**src/rtl/stream_pkg.sv**
```systemverilog
// Types and helpers shared by the stream multiplexer and its arbiter.
package stream_pkg;

  typedef enum logic [0:0] {ARB, LOCK} state_t;

  // Index width that stays at least one bit wide for degenerate channel counts.
  function automatic int unsigned sel_w(input int unsigned n);
    return (n < 2) ? 1 : $clog2(n);
  endfunction

endpackage

```
**src/rtl/rr_arbiter.sv**
```systemverilog
// Combinational fixed-priority / round-robin arbiter with one-hot and encoded grant.
module rr_arbiter
  import stream_pkg::*;
#(
  parameter int unsigned NUM_CH  = 4,
  parameter bit          RR_MODE = 1'b1,
  parameter int unsigned SEL_W   = sel_w(NUM_CH)
) (
  input  logic [NUM_CH-1:0] req,
  input  logic [SEL_W-1:0]  rr_ptr,
  output logic [NUM_CH-1:0] grant,
  output logic [SEL_W-1:0]  grant_idx,
  output logic              grant_any
);

  int unsigned idx;

  // An unknown request bit fails the if test, so it can never produce a grant.
  always_comb begin
    grant     = '0;
    grant_idx = '0;
    grant_any = 1'b0;
    idx       = 0;
    for (int unsigned k = 0; k < NUM_CH; k++) begin
      idx = RR_MODE ? ((32'(rr_ptr) + k) % NUM_CH) : k;
      if (!grant_any) begin
        if (req[idx]) begin
          grant[idx] = 1'b1;
          grant_idx  = SEL_W'(idx);
          grant_any  = 1'b1;
        end
      end
    end
  end

endmodule

```
**src/rtl/stream_mux_arb.sv**
```systemverilog
// N-channel valid/ready stream mux with arbitration, packet locking and a registered output.
module stream_mux_arb
  import stream_pkg::*;
#(
  parameter int unsigned WIDTH   = 32,
  parameter int unsigned NUM_CH  = 4,
  parameter bit          RR_MODE = 1'b1,
  parameter int unsigned SEL_W   = sel_w(NUM_CH)
) (
  input  logic                    clk,
  input  logic                    rst_n,
  input  logic [NUM_CH-1:0]       in_valid,
  input  logic [NUM_CH*WIDTH-1:0] in_data,
  input  logic [NUM_CH-1:0]       in_last,
  output logic [NUM_CH-1:0]       in_ready,
  output logic                    out_valid,
  output logic [WIDTH-1:0]        out_data,
  output logic                    out_last,
  output logic [SEL_W-1:0]        out_sel,
  input  logic                    out_ready
);

  state_t             state_q;
  logic [SEL_W-1:0]   rr_ptr_q;
  logic [SEL_W-1:0]   lock_ch_q;
  logic               out_valid_q;
  logic [WIDTH-1:0]   out_data_q;
  logic               out_last_q;
  logic [SEL_W-1:0]   out_sel_q;

  logic [NUM_CH-1:0]  lock_mask;
  logic [NUM_CH-1:0]  eligible;
  logic [NUM_CH-1:0]  grant;
  logic [SEL_W-1:0]   grant_idx;
  logic               grant_any;
  logic               load_en;
  logic               xfer;
  logic               sel_last;
  logic [WIDTH-1:0]   sel_data;
  logic [SEL_W-1:0]   ptr_next;
  logic [WIDTH-1:0]   ch_data [NUM_CH];

  for (genvar i = 0; i < NUM_CH; i++) begin : g_split
    assign ch_data[i] = in_data[i*WIDTH +: WIDTH];
  end

  assign lock_mask = {{(NUM_CH-1){1'b0}}, 1'b1} << lock_ch_q;
  assign eligible  = (state_q == LOCK) ? (in_valid & lock_mask) : in_valid;

  rr_arbiter #(
    .NUM_CH  (NUM_CH),
    .RR_MODE (RR_MODE),
    .SEL_W   (SEL_W)
  ) u_arb (
    .req       (eligible),
    .rr_ptr    (rr_ptr_q),
    .grant     (grant),
    .grant_idx (grant_idx),
    .grant_any (grant_any)
  );

  // in_ready depends combinationally on out_ready through load_en.
  assign load_en  = !out_valid_q || out_ready;
  assign in_ready = {NUM_CH{load_en}} & grant;
  assign xfer     = load_en && grant_any;
  assign sel_data = ch_data[grant_idx];
  assign sel_last = in_last[grant_idx];
  assign ptr_next = (grant_idx == SEL_W'(NUM_CH - 1)) ? '0 : grant_idx + SEL_W'(1);

  always_ff @(posedge clk or negedge rst_n) begin
    if (!rst_n) begin
      state_q     <= ARB;
      rr_ptr_q    <= '0;
      lock_ch_q   <= '0;
      out_valid_q <= 1'b0;
      out_data_q  <= '0;
      out_last_q  <= 1'b0;
      out_sel_q   <= '0;
    end else begin
      if (load_en) begin
        out_valid_q <= xfer;
      end
      if (xfer) begin
        out_data_q <= sel_data;
        out_last_q <= sel_last;
        out_sel_q  <= grant_idx;
        // The pointer only moves once a whole packet has been passed.
        case (state_q)
          ARB: begin
            if (!sel_last) begin
              state_q   <= LOCK;
              lock_ch_q <= grant_idx;
            end else begin
              rr_ptr_q <= ptr_next;
            end
          end
          LOCK: begin
            if (sel_last) begin
              state_q  <= ARB;
              rr_ptr_q <= ptr_next;
            end
          end
        endcase
      end
    end
  end

  assign out_valid = out_valid_q;
  assign out_data  = out_data_q;
  assign out_last  = out_last_q;
  assign out_sel   = out_sel_q;

endmodule

```
**config.mk**
```make
export PLATFORM = sky130hd
export DESIGN_NAME = stream_mux_arb
export DESIGN_NICKNAME = d
export VERILOG_FILES = /design/src/rtl/stream_pkg.sv /design/src/rtl/rr_arbiter.sv /design/src/rtl/stream_mux_arb.sv
export SDC_FILE = /design/constraint.sdc
export NUM_CORES = 1
export LEC_CHECK = 0
export BUFFER_PORTS_ARGS = -buffer_cell sky130_fd_sc_hd__buf_2
export CORE_MARGIN = 1.5
export CORE_UTILIZATION = 45
export CTS_CLUSTER_SIZE = 20
export DETAILED_ROUTE_END_ITERATION = 6
export GPL_ROUTABILITY_DRIVEN = 0
export GPL_TIMING_DRIVEN = 1
export PLACE_DENSITY = 0.92
export SLEW_MARGIN = 10
export SYNTH_ARGS = -nofsm -noshare
export SYNTH_HDL_FRONTEND = slang
export SYNTH_SLANG_ARGS = --single-unit
```
**constraint.sdc**
```tcl
create_clock -name clk -period 4.45 [get_ports clk]
set_clock_uncertainty 0.2 [all_clocks]
set_input_delay 0.445 -clock clk [delete_from_list [all_inputs] [get_ports clk]]
set_output_delay 0.445 -clock clk [all_outputs]
set_load 0.05 [all_outputs]
```
; Word-level counts from Yosys, hierarchy flattened
; Index checks and enable logic that the tools add are counted.
[op_classes]
n_addsub = 4
n_lt_le_gt_ge = 10
n_eq_ne = 1
shift = 1
muxes = 46
bitwise_logic = 8
reduce_logical = 9
[ops]
columns = cell, count
row1 = $bmux 32 s2, 1
row2 = $mux 32, 2
row3 = $mux 4, 8
row4 = $mux 2, 9
row5 = $mux 1, 17
row6 = $lt 2x3->1 const B, 5
row7 = $or 4x4->4, 3
row8 = $bmux 1 s2, 5
row9 = $and 4x4->4, 2
row10 = $demux 1 s2, 4
row11 = $ge 2x1->1 const B, 4
row12 = $logic_and 1x1->1, 5
row13 = $add 2x1->2 const B, 2
row14 = $add 2x2->2 const B, 2
row15 = $shl 1x2->4 const A, 1
row16 = $ge 3x3->1 const B, 1
row17 = $not 2->3, 1
row18 = $reduce_and 3->1, 1
row19 = $eq 2x2->1 const B, 1
row20 = $not 1->1, 2
row21 = $reduce_and 2->1, 1
row22 = $logic_not 1->1, 1
row23 = $logic_or 1x1->1, 1
[totals]
reg_bits = 41
in_bits = 139
output_inout_bits = 40
elab_cells = 86

; Depth between registers and ports, before layout
; Gate-level depths: netlist of the first run.
[logic_depth]
depth_word = 16
ltp_mapped = 13
depth_no_buf = 10

; By module
; A second synthesis of the first run with hierarchy kept.
[unflattened]
cells_unflattened = 228
hier_area_um2 = 3105.5
[modules_own_cells]
columns = mod, n_inst, cells_per_inst, area_per_inst_um2, seq_area_each_um2
row1 = stream_mux_arb, 1, 153, 2488.6, 1026.0
row2 = rr_arbiter, 1, 75, 616.8, 0.0

; Worst setup path before layout of the first run
; OpenSTA, ideal clock, no wires.
[synth_path]
path_kind = register -> output
startpoint = reg rr_ptr_q[0]
endpoint = out in_ready[3]
arrival_ns = 2.953
required_ns = 3.805
path_slack_ns = 0.852
stages_incl_launch_ff = 8
path_buffers = 1
path_cell_list = dfrtp_1 buf_4 clkinv_1 ha_1 or3_1 a21oi_1 a222oi_1 a21oi_1
[synth_between]
elab_chain_len = 15
word_cells_on_any_way = 47
classes_between = add/sub: 3 / order compare: 8 / mux: 28 / bitwise: 4 / reduce/logical: 4
[synth_lines]
columns = item, line_no
row1 = from (decl), stream_mux_arb.sv:24  ; logic [SEL_W-1:0] rr_ptr_q;
row2 = from (signal assigned), stream_mux_arb.sv:94  ; rr_ptr_q <= ptr_next;
row3 = from (signal assigned), stream_mux_arb.sv:100  ; rr_ptr_q <= ptr_next;
row4 = $add 2x1->2 (tied with other cells), rr_arbiter.sv:25  ; idx = RR_MODE ? ((32'(rr_ptr) + k) % NUM_CH) : k;
row5 = $lt 2x3->1 (not written as such) (tied with other cells), rr_arbiter.sv:28  ; grant[idx] = 1'b1;
row6 = $logic_and 1x1->1 (not written as such) or $mux 1 (tied branches), rr_arbiter.sv:28
row7 = $mux 1 (not written as such) or $demux 1 s2 (tied branches), n/a
row8 = $demux 1 s2 or $mux 4 (tied branches), n/a
row9 = $or 4x4->4 (no line), n/a
row10 = $mux 4, rr_arbiter.sv:27  ; if (req[idx]) begin
row11 = $mux 4, rr_arbiter.sv:26  ; if (!grant_any) begin
row12 = $or 4x4->4 (no line), n/a
row13 = $mux 4, rr_arbiter.sv:27
row14 = $mux 4, rr_arbiter.sv:26
row15 = $or 4x4->4 (no line), n/a
row16 = $mux 4, rr_arbiter.sv:27
row17 = $mux 4 *, rr_arbiter.sv:26
row18 = $and 4x4->4 *, stream_mux_arb.sv:64  ; assign in_ready = {NUM_CH{load_en}} & grant;
row19 = to (decl), stream_mux_arb.sv:15  ; output logic [NUM_CH-1:0] in_ready,
; Mark *: on every way between the ends. The rest lies on a longest branch, timed or not. The select of a mux whose other input is x is not followed.

; Worst setup path after layout of the first run
[layout_path]
startpoint = reg rr_ptr_q[0]
endpoint = out in_ready[0]
; The elaborated chain is that of the path after synthesis.

==> results of run 1 <==
synthesized netlist by cell type (all sizes together):
master   instances  area, µm²
nor2             6       22.5
mux4             1       22.5
dfrtp           41       1030
a21boi           2       15.0
xnor2            2       17.5
nand3            3       15.0
a221oi           2       23.8
a211o            2       17.5
a211oi           3       32.5
and3             1       6.26
ha               8        100
and2             1       8.76
mux2i           70        713
o2111a           2       22.5
nand4b           3       26.3
and3b            1       8.76
nand4            1       6.26
or4b             1       13.8
o31ai            1       7.51
nand2b           2       12.5
a22oi            1       7.51
or4bb            2       22.5
buf             12        169
a31oi            1       6.26
a21o             2       15.0
a222oi           4       40.0
nand4bb          1       11.3
or2              2       12.5
nor2b            1       6.26
o221ai          31        272
o2111ai          2       30.0
clkbuf          10       37.5
a21oi           10       61.3
nand2           48        180
clkinv           1       3.75
o211ai           5       61.3
o211a            2       20.0
or3              2       12.5
nor4             1       12.5
o21ai            4       20.0
inv              3       11.3
area by class of cell:
type                    instances  share of cell area, %
inverters                       4                  0.368
well taps                      80                   2.46
clock inverters                 1                  0.737
clock buffers                   7                   2.12
multi-input cells             231                   46.2
repair buffers                184                   23.0
flip-flops and latches         41                   25.2
logic make-up after synthesis:
logic type	Yosys count
AOI/OAI and AO/OA	74
buffers and inverters	26
muxes	71
DFF	41
adders and majority gates	8
and+or+nand+nor	76
xor gates and xnor gates	2
sequential cells by signal (all words and copies together), names as in the netlist:
register	cells
lock_ch_q	2
out_data	32
out_last	1
out_sel	2
out_valid	1
rr_ptr_q	2
state_q	1
routing by layer:
layer | up-vias | wire, µm | track usage [%] | share of wire [%]
li1 | 1493 | - | - | -
met1 | 1458 | 3600 | 27.2 | 41
met2 | 138 | 4540 | 42.0 | 52
met3 | 10 | 532 | 4.57 | 6.1
met4 | 0 | 105 | 5.87 | 1.2
met5 | - | 0 | 0 | 0
critical path, cell delays in order, from the launching register on:
cell      delay, ps
dfrtp_1         810
clkinv_1        150
buf_4           220
ha_1            360
or3_1           380
a21oi_1         320
a222oi_1        180
a21oi_1         160
buf_2           280
worst max path at each step:
stage | from | end
after floorplan | rr_ptr_q[0] | in_ready[3]
after global placement | rr_ptr_q[0] | out_data[28]
after detailed placement | rr_ptr_q[0] | out_data[9]
after CTS | rr_ptr_q[0] | in_ready[3]
after global routing | rr_ptr_q[0] | in_ready[0]
final | rr_ptr_q[0] | in_ready[0]
through the flow:
stage	util, %	worst slack (ps)	cell area, µm²
6_report	60.3	660	4080
5_1_grt	60.3	496	4080
4_1_cts	60.3	707	4080
3_5_place_dp	58.6	907	3960
3_3_place_gp	58.6	1070	3960
2_1_floorplan	-	852	3130
==> metrics.txt, run 1 <==
status=complete, no violations; commonest non-fill, non-tap cell in the layout=buf_2; xor and xnor area share after synthesis=0.560%; H-tree depth=2; Layout Nets=614; multiplexer share of the synthesized area=23.5%; I/O pin count=179; Post-Route Setup TNS=0 ps; dominant combinational cell family by area after synthesis=multiplexers; Slew @ Worst Pin=946 ps; RSZ-0062 raised after global routing=false; Worst Path Required=3810 ps; die height=86.4 µm; final-report hold violation count=0; initial core utilization=46.3%; clk buf depth=2; root buf cell=clkbuf_8; # diodes=0; final std cells w/o fill=548; Slew Limit Fails=0; hpwl dp=6750 µm; WL final=8770 µm; syn nets=445; via count=3099; # resized after CTS=0; Max Cap Violations=0; first-pass GRT wire length=13500 µm; # clock sinks=41; Yosys warnings=0; CORE AREA=0.00676 mm²; multi-input combinational cell area=0.00188 mm²; Hold/Removal Path Class=in2async; DIE AREA=0.00747 mm²; Cells after Synth=298; Crit Path Category=reg2out; fillers=551; most frequent cells in the layout=buf_2, mux2i_1, nand2_1, dfrtp_1, o221ai_1; Post-Synth Simple-Gate Area=12.1%; Worst Reg2Reg Path Length in Cells=11; Cell Area, Synth=0.00313 mm²; initial antenna violation count=0; number of remaining DRC errors=0; Finish-stage setup viols=0; syn avg cell area=10.5 µm²; DRT iter0 DRCs=133; adder-cell share of the synthesized area=3.20%; share of cells above drive strength 1=44.2%; RR Endpoint=out_data[9]; GRT Residual Overflow=0; final hold slack=99.9 ps; Fmax=0.264 GHz; Startpoint Class=flop; area growth from synthesis to layout=30.2%; Worst Path Max Fanout=19; Die Wd=86.4 µm; clock-pin slew on the worst setup and hold paths=90 ps; CP Capture Type=output port; all-layer global routing usage=22.9%; Yosys cell types=53; DR WL/cell=16.0 µm; Seq. cell area=0.00103 mm²; postcts setup bufs=0; Initial DRT Pass Iterations=4; port bufs=178; routed vias/inst=5.66; compound-gate portion of the synthesized area=20.8%; Rows=30; Critical R2R Launch=rr_ptr_q[0]; Tmin final=3790 ps; period utilisation layout=85.2%; ANT nets after route=0; largest net degree at the start of global routing=42; sequential share of the synthesized area=32.8%; R2R setup slack=830 ps; vias in the first global route=2957; Max-slew headroom=36.9%; CTS tree=yes; DP Cell Count=540; # hold bufs at CTS=0; synthesized flop and latch total=41; Data arrival, critical path=3150 ps; CTS Buf Count=5; clk_lat worst skew=280 ps
Power of run 1 is not shown: default switching activity piles up to over one toggle a cycle in this logic, so the estimate is an artifact.
==> run 2: changes to the inputs <==
==> constraint.sdc (replaced) <==
create_clock -name clk -period 4.45 [get_ports clk]
set_clock_uncertainty 0.2 [all_clocks]
set_input_delay 0.445 -clock clk [delete_from_list [all_inputs] [get_ports clk]]
set_output_delay 0.445 -clock clk [all_outputs]
set_load 0.005 [all_outputs]
==> run 2 against run 1 <==
Non-clock buffer count did not move. Global-route usage up 0.11 points. Largest cell class unchanged. Register-to-register slack improved by 100 ps. Worst setup slack improved by 270 ps. Count of clock-buffer cells in the layout unchanged. Routed wire length up 2.3%. Cell area shrank 0.49%. Maximum frequency increased by 7.7%. Cell count unchanged. Critical endpoint is now out_data[28]. First-iteration DRC count rose by 21%.
==> metrics.txt, run 2 (synthesis gave the netlist of run 1 again) <==
# hold bufs at CTS=0 (unchanged); GRT Residual Overflow=0 (unchanged); Rows=30 (unchanged); Max Cap Violations=0 (unchanged); RR Endpoint=out_data[28] (was out_data[9]); via count=3163 (was 3099); Startpoint Class=flop (unchanged); final worst-path setup slack=932 ps (was 660 ps); WL final=8980 µm (was 8770 µm); hpwl dp=6860 µm (was 6750 µm); initial core utilization=46.3% (unchanged); Max-slew headroom=38.5% (was 36.9%); CTS tree=yes (unchanged); Worst Reg2Reg Path Length in Cells=10 (was 11); ANT nets after route=0 (unchanged); Crit Path Category=reg2reg (was reg2out); CORE AREA=0.00676 mm² (unchanged); number of flip-flops under the largest register name=32 (unchanged); initial antenna violation count=0 (unchanged); # diodes=0 (unchanged); Worst Path Required=4400 ps (was 3810 ps); H-tree depth=2 (unchanged); CP Capture Point=out_data[28] (was in_ready[0]); CP Launch Point=rr_ptr_q[0] (unchanged); die height=86.4 µm (unchanged); Hold/Removal Path Class=in2async (unchanged); CP Capture Type=flop (was output port); DIE AREA=0.00747 mm² (unchanged); all-layer global routing usage=23.0% (was 22.9%); CTS Buf Count=5 (unchanged); Worst Path Max Fanout=38 (was 19); clk buf depth=2 (unchanged); vias in the first global route=3033 (was 2957); Slew @ Worst Pin=923 ps (was 946 ps); fillers=547 (was 551); Pleak=2.15 nW; Layout Nets=614 (unchanged); DR WL/cell=16.4 µm (was 16.0 µm); share of cells above drive strength 1=44.0% (was 44.2%); number of remaining DRC errors=0 (unchanged); DRT iter0 DRCs=161 (was 133); RSZ-0062 raised after global routing=false (unchanged); Critical R2R Launch=rr_ptr_q[0] (unchanged); maximum vdd drop=0.720 mV; root buf cell=clkbuf_8 (unchanged); Post-Route Setup TNS=0 ps (unchanged); status=complete, no violations (unchanged); final-report hold violation count=0 (unchanged); port bufs=178 (unchanged); period utilisation layout=79.1% (was 85.2%); routed vias/inst=5.77 (was 5.66); Fmax=0.284 GHz (was 0.264 GHz); # clock sinks=41 (unchanged); area growth from synthesis to layout=29.6% (was 30.2%); Finish-stage setup viols=0 (unchanged); largest net degree at the start of global routing=42 (unchanged); pre-CTS WS=944 ps (was 907 ps); PwrDens=938 mW/mm²; I/O pin count=179 (unchanged); Initial DRT Pass Iterations=5 (was 4); R2R setup slack=930 ps (was 830 ps); postcts setup bufs=0 (unchanged); # resized after CTS=0 (unchanged); most frequent cells in the layout=buf_2, mux2i_1, nand2_1, dfrtp_1, o221ai_1 (unchanged); commonest non-fill, non-tap cell in the layout=buf_2 (unchanged); first-pass GRT wire length=13600 µm (was 13500 µm); Data arrival, critical path=3470 ps (was 3150 ps); Tmin final=3520 ps (was 3790 ps); Slew Limit Fails=0 (unchanged); clock-pin slew on the worst setup and hold paths=80 ps (was 90 ps); Die Wd=86.4 µm (unchanged); clk_lat worst skew=290 ps (was 280 ps); final hold slack=87.4 ps (was 99.9 ps)
## run 2: changes by cell type in the layout (fill, tap and decap cells not counted), sizes merged
cell      delta
bufinv       -1
clkinvlp     +1
## run 2: worst max-delay path, cell delays in order, from the launching register on
cell       delay, ps
dfrtp_1          770
clkinv_1         230
ha_1             410
inv_1            120
o2111ai_2        180
o211ai_4         170
a21oi_4          110
mux2i_4          160
buf_4            530
mux2i_1          310
o221ai_1         160
## run 2: worst min-delay path by stage
stage,from,end,slack (ps),cells after the start
floorplan,rst_n,lock_ch_q[0],-50,0
global placement,out_sel[1],out_sel[1],250,2
detailed placement,out_sel[1],out_sel[1],270,2
CTS,rst_n,out_data[8],120,1
global route,rst_n,out_data[19],170,1
finish,rst_n,out_data[12],90,1
## run 2: area by class of cell
class	count	area, µm²	share of cell area [%]
clock buffer	7	76.3	1.88
clock inverter	1	7.51	0.185
inverter	4	15.0	0.370
multi-input combinational	231	1880	46.4
sequential	41	1030	25.3
tap	80	100	2.47
timing repair buffer	184	948	23.4
## run 2: per-stage QoR
stage          total power [W]  cell area (µm²)  cells  utilization [%]
5_1_grt                0.00411             4060    548             60.0
3_5_place_dp           0.00358             3970    540             58.8
6_report               0.00380             4060    548             60.0
3_3_place_gp           0.00346             3970    540             58.8
2_1_floorplan          0.00325             3130    298                -
4_1_cts                0.00382             4060    548             60.0
## run 2: power by group
| part | total [W] | switching, W | internal, W |
|---|---|---|---|
| logic | 0.00282 | 0.00151 | 0.00130 |
| registers | 0.000744 | 0.000166 | 0.000578 |
| clock network | 0.000243 | 0.000132 | 0.000111 |
| total | 0.00380 | 0.00181 | 0.00199 |
## run 2: per-layer routing
layer / part of all wire [%] / GRT usage, % / wire, µm
met1: 39 / 25.7 / 3470
met2: 53 / 42.9 / 4780
met3: 7.0 / 5.24 / 631
met4: 1.2 / 7.33 / 104
met5: 0 / 0 / 0
Note: power is estimated with default switching activity, not from simulation.
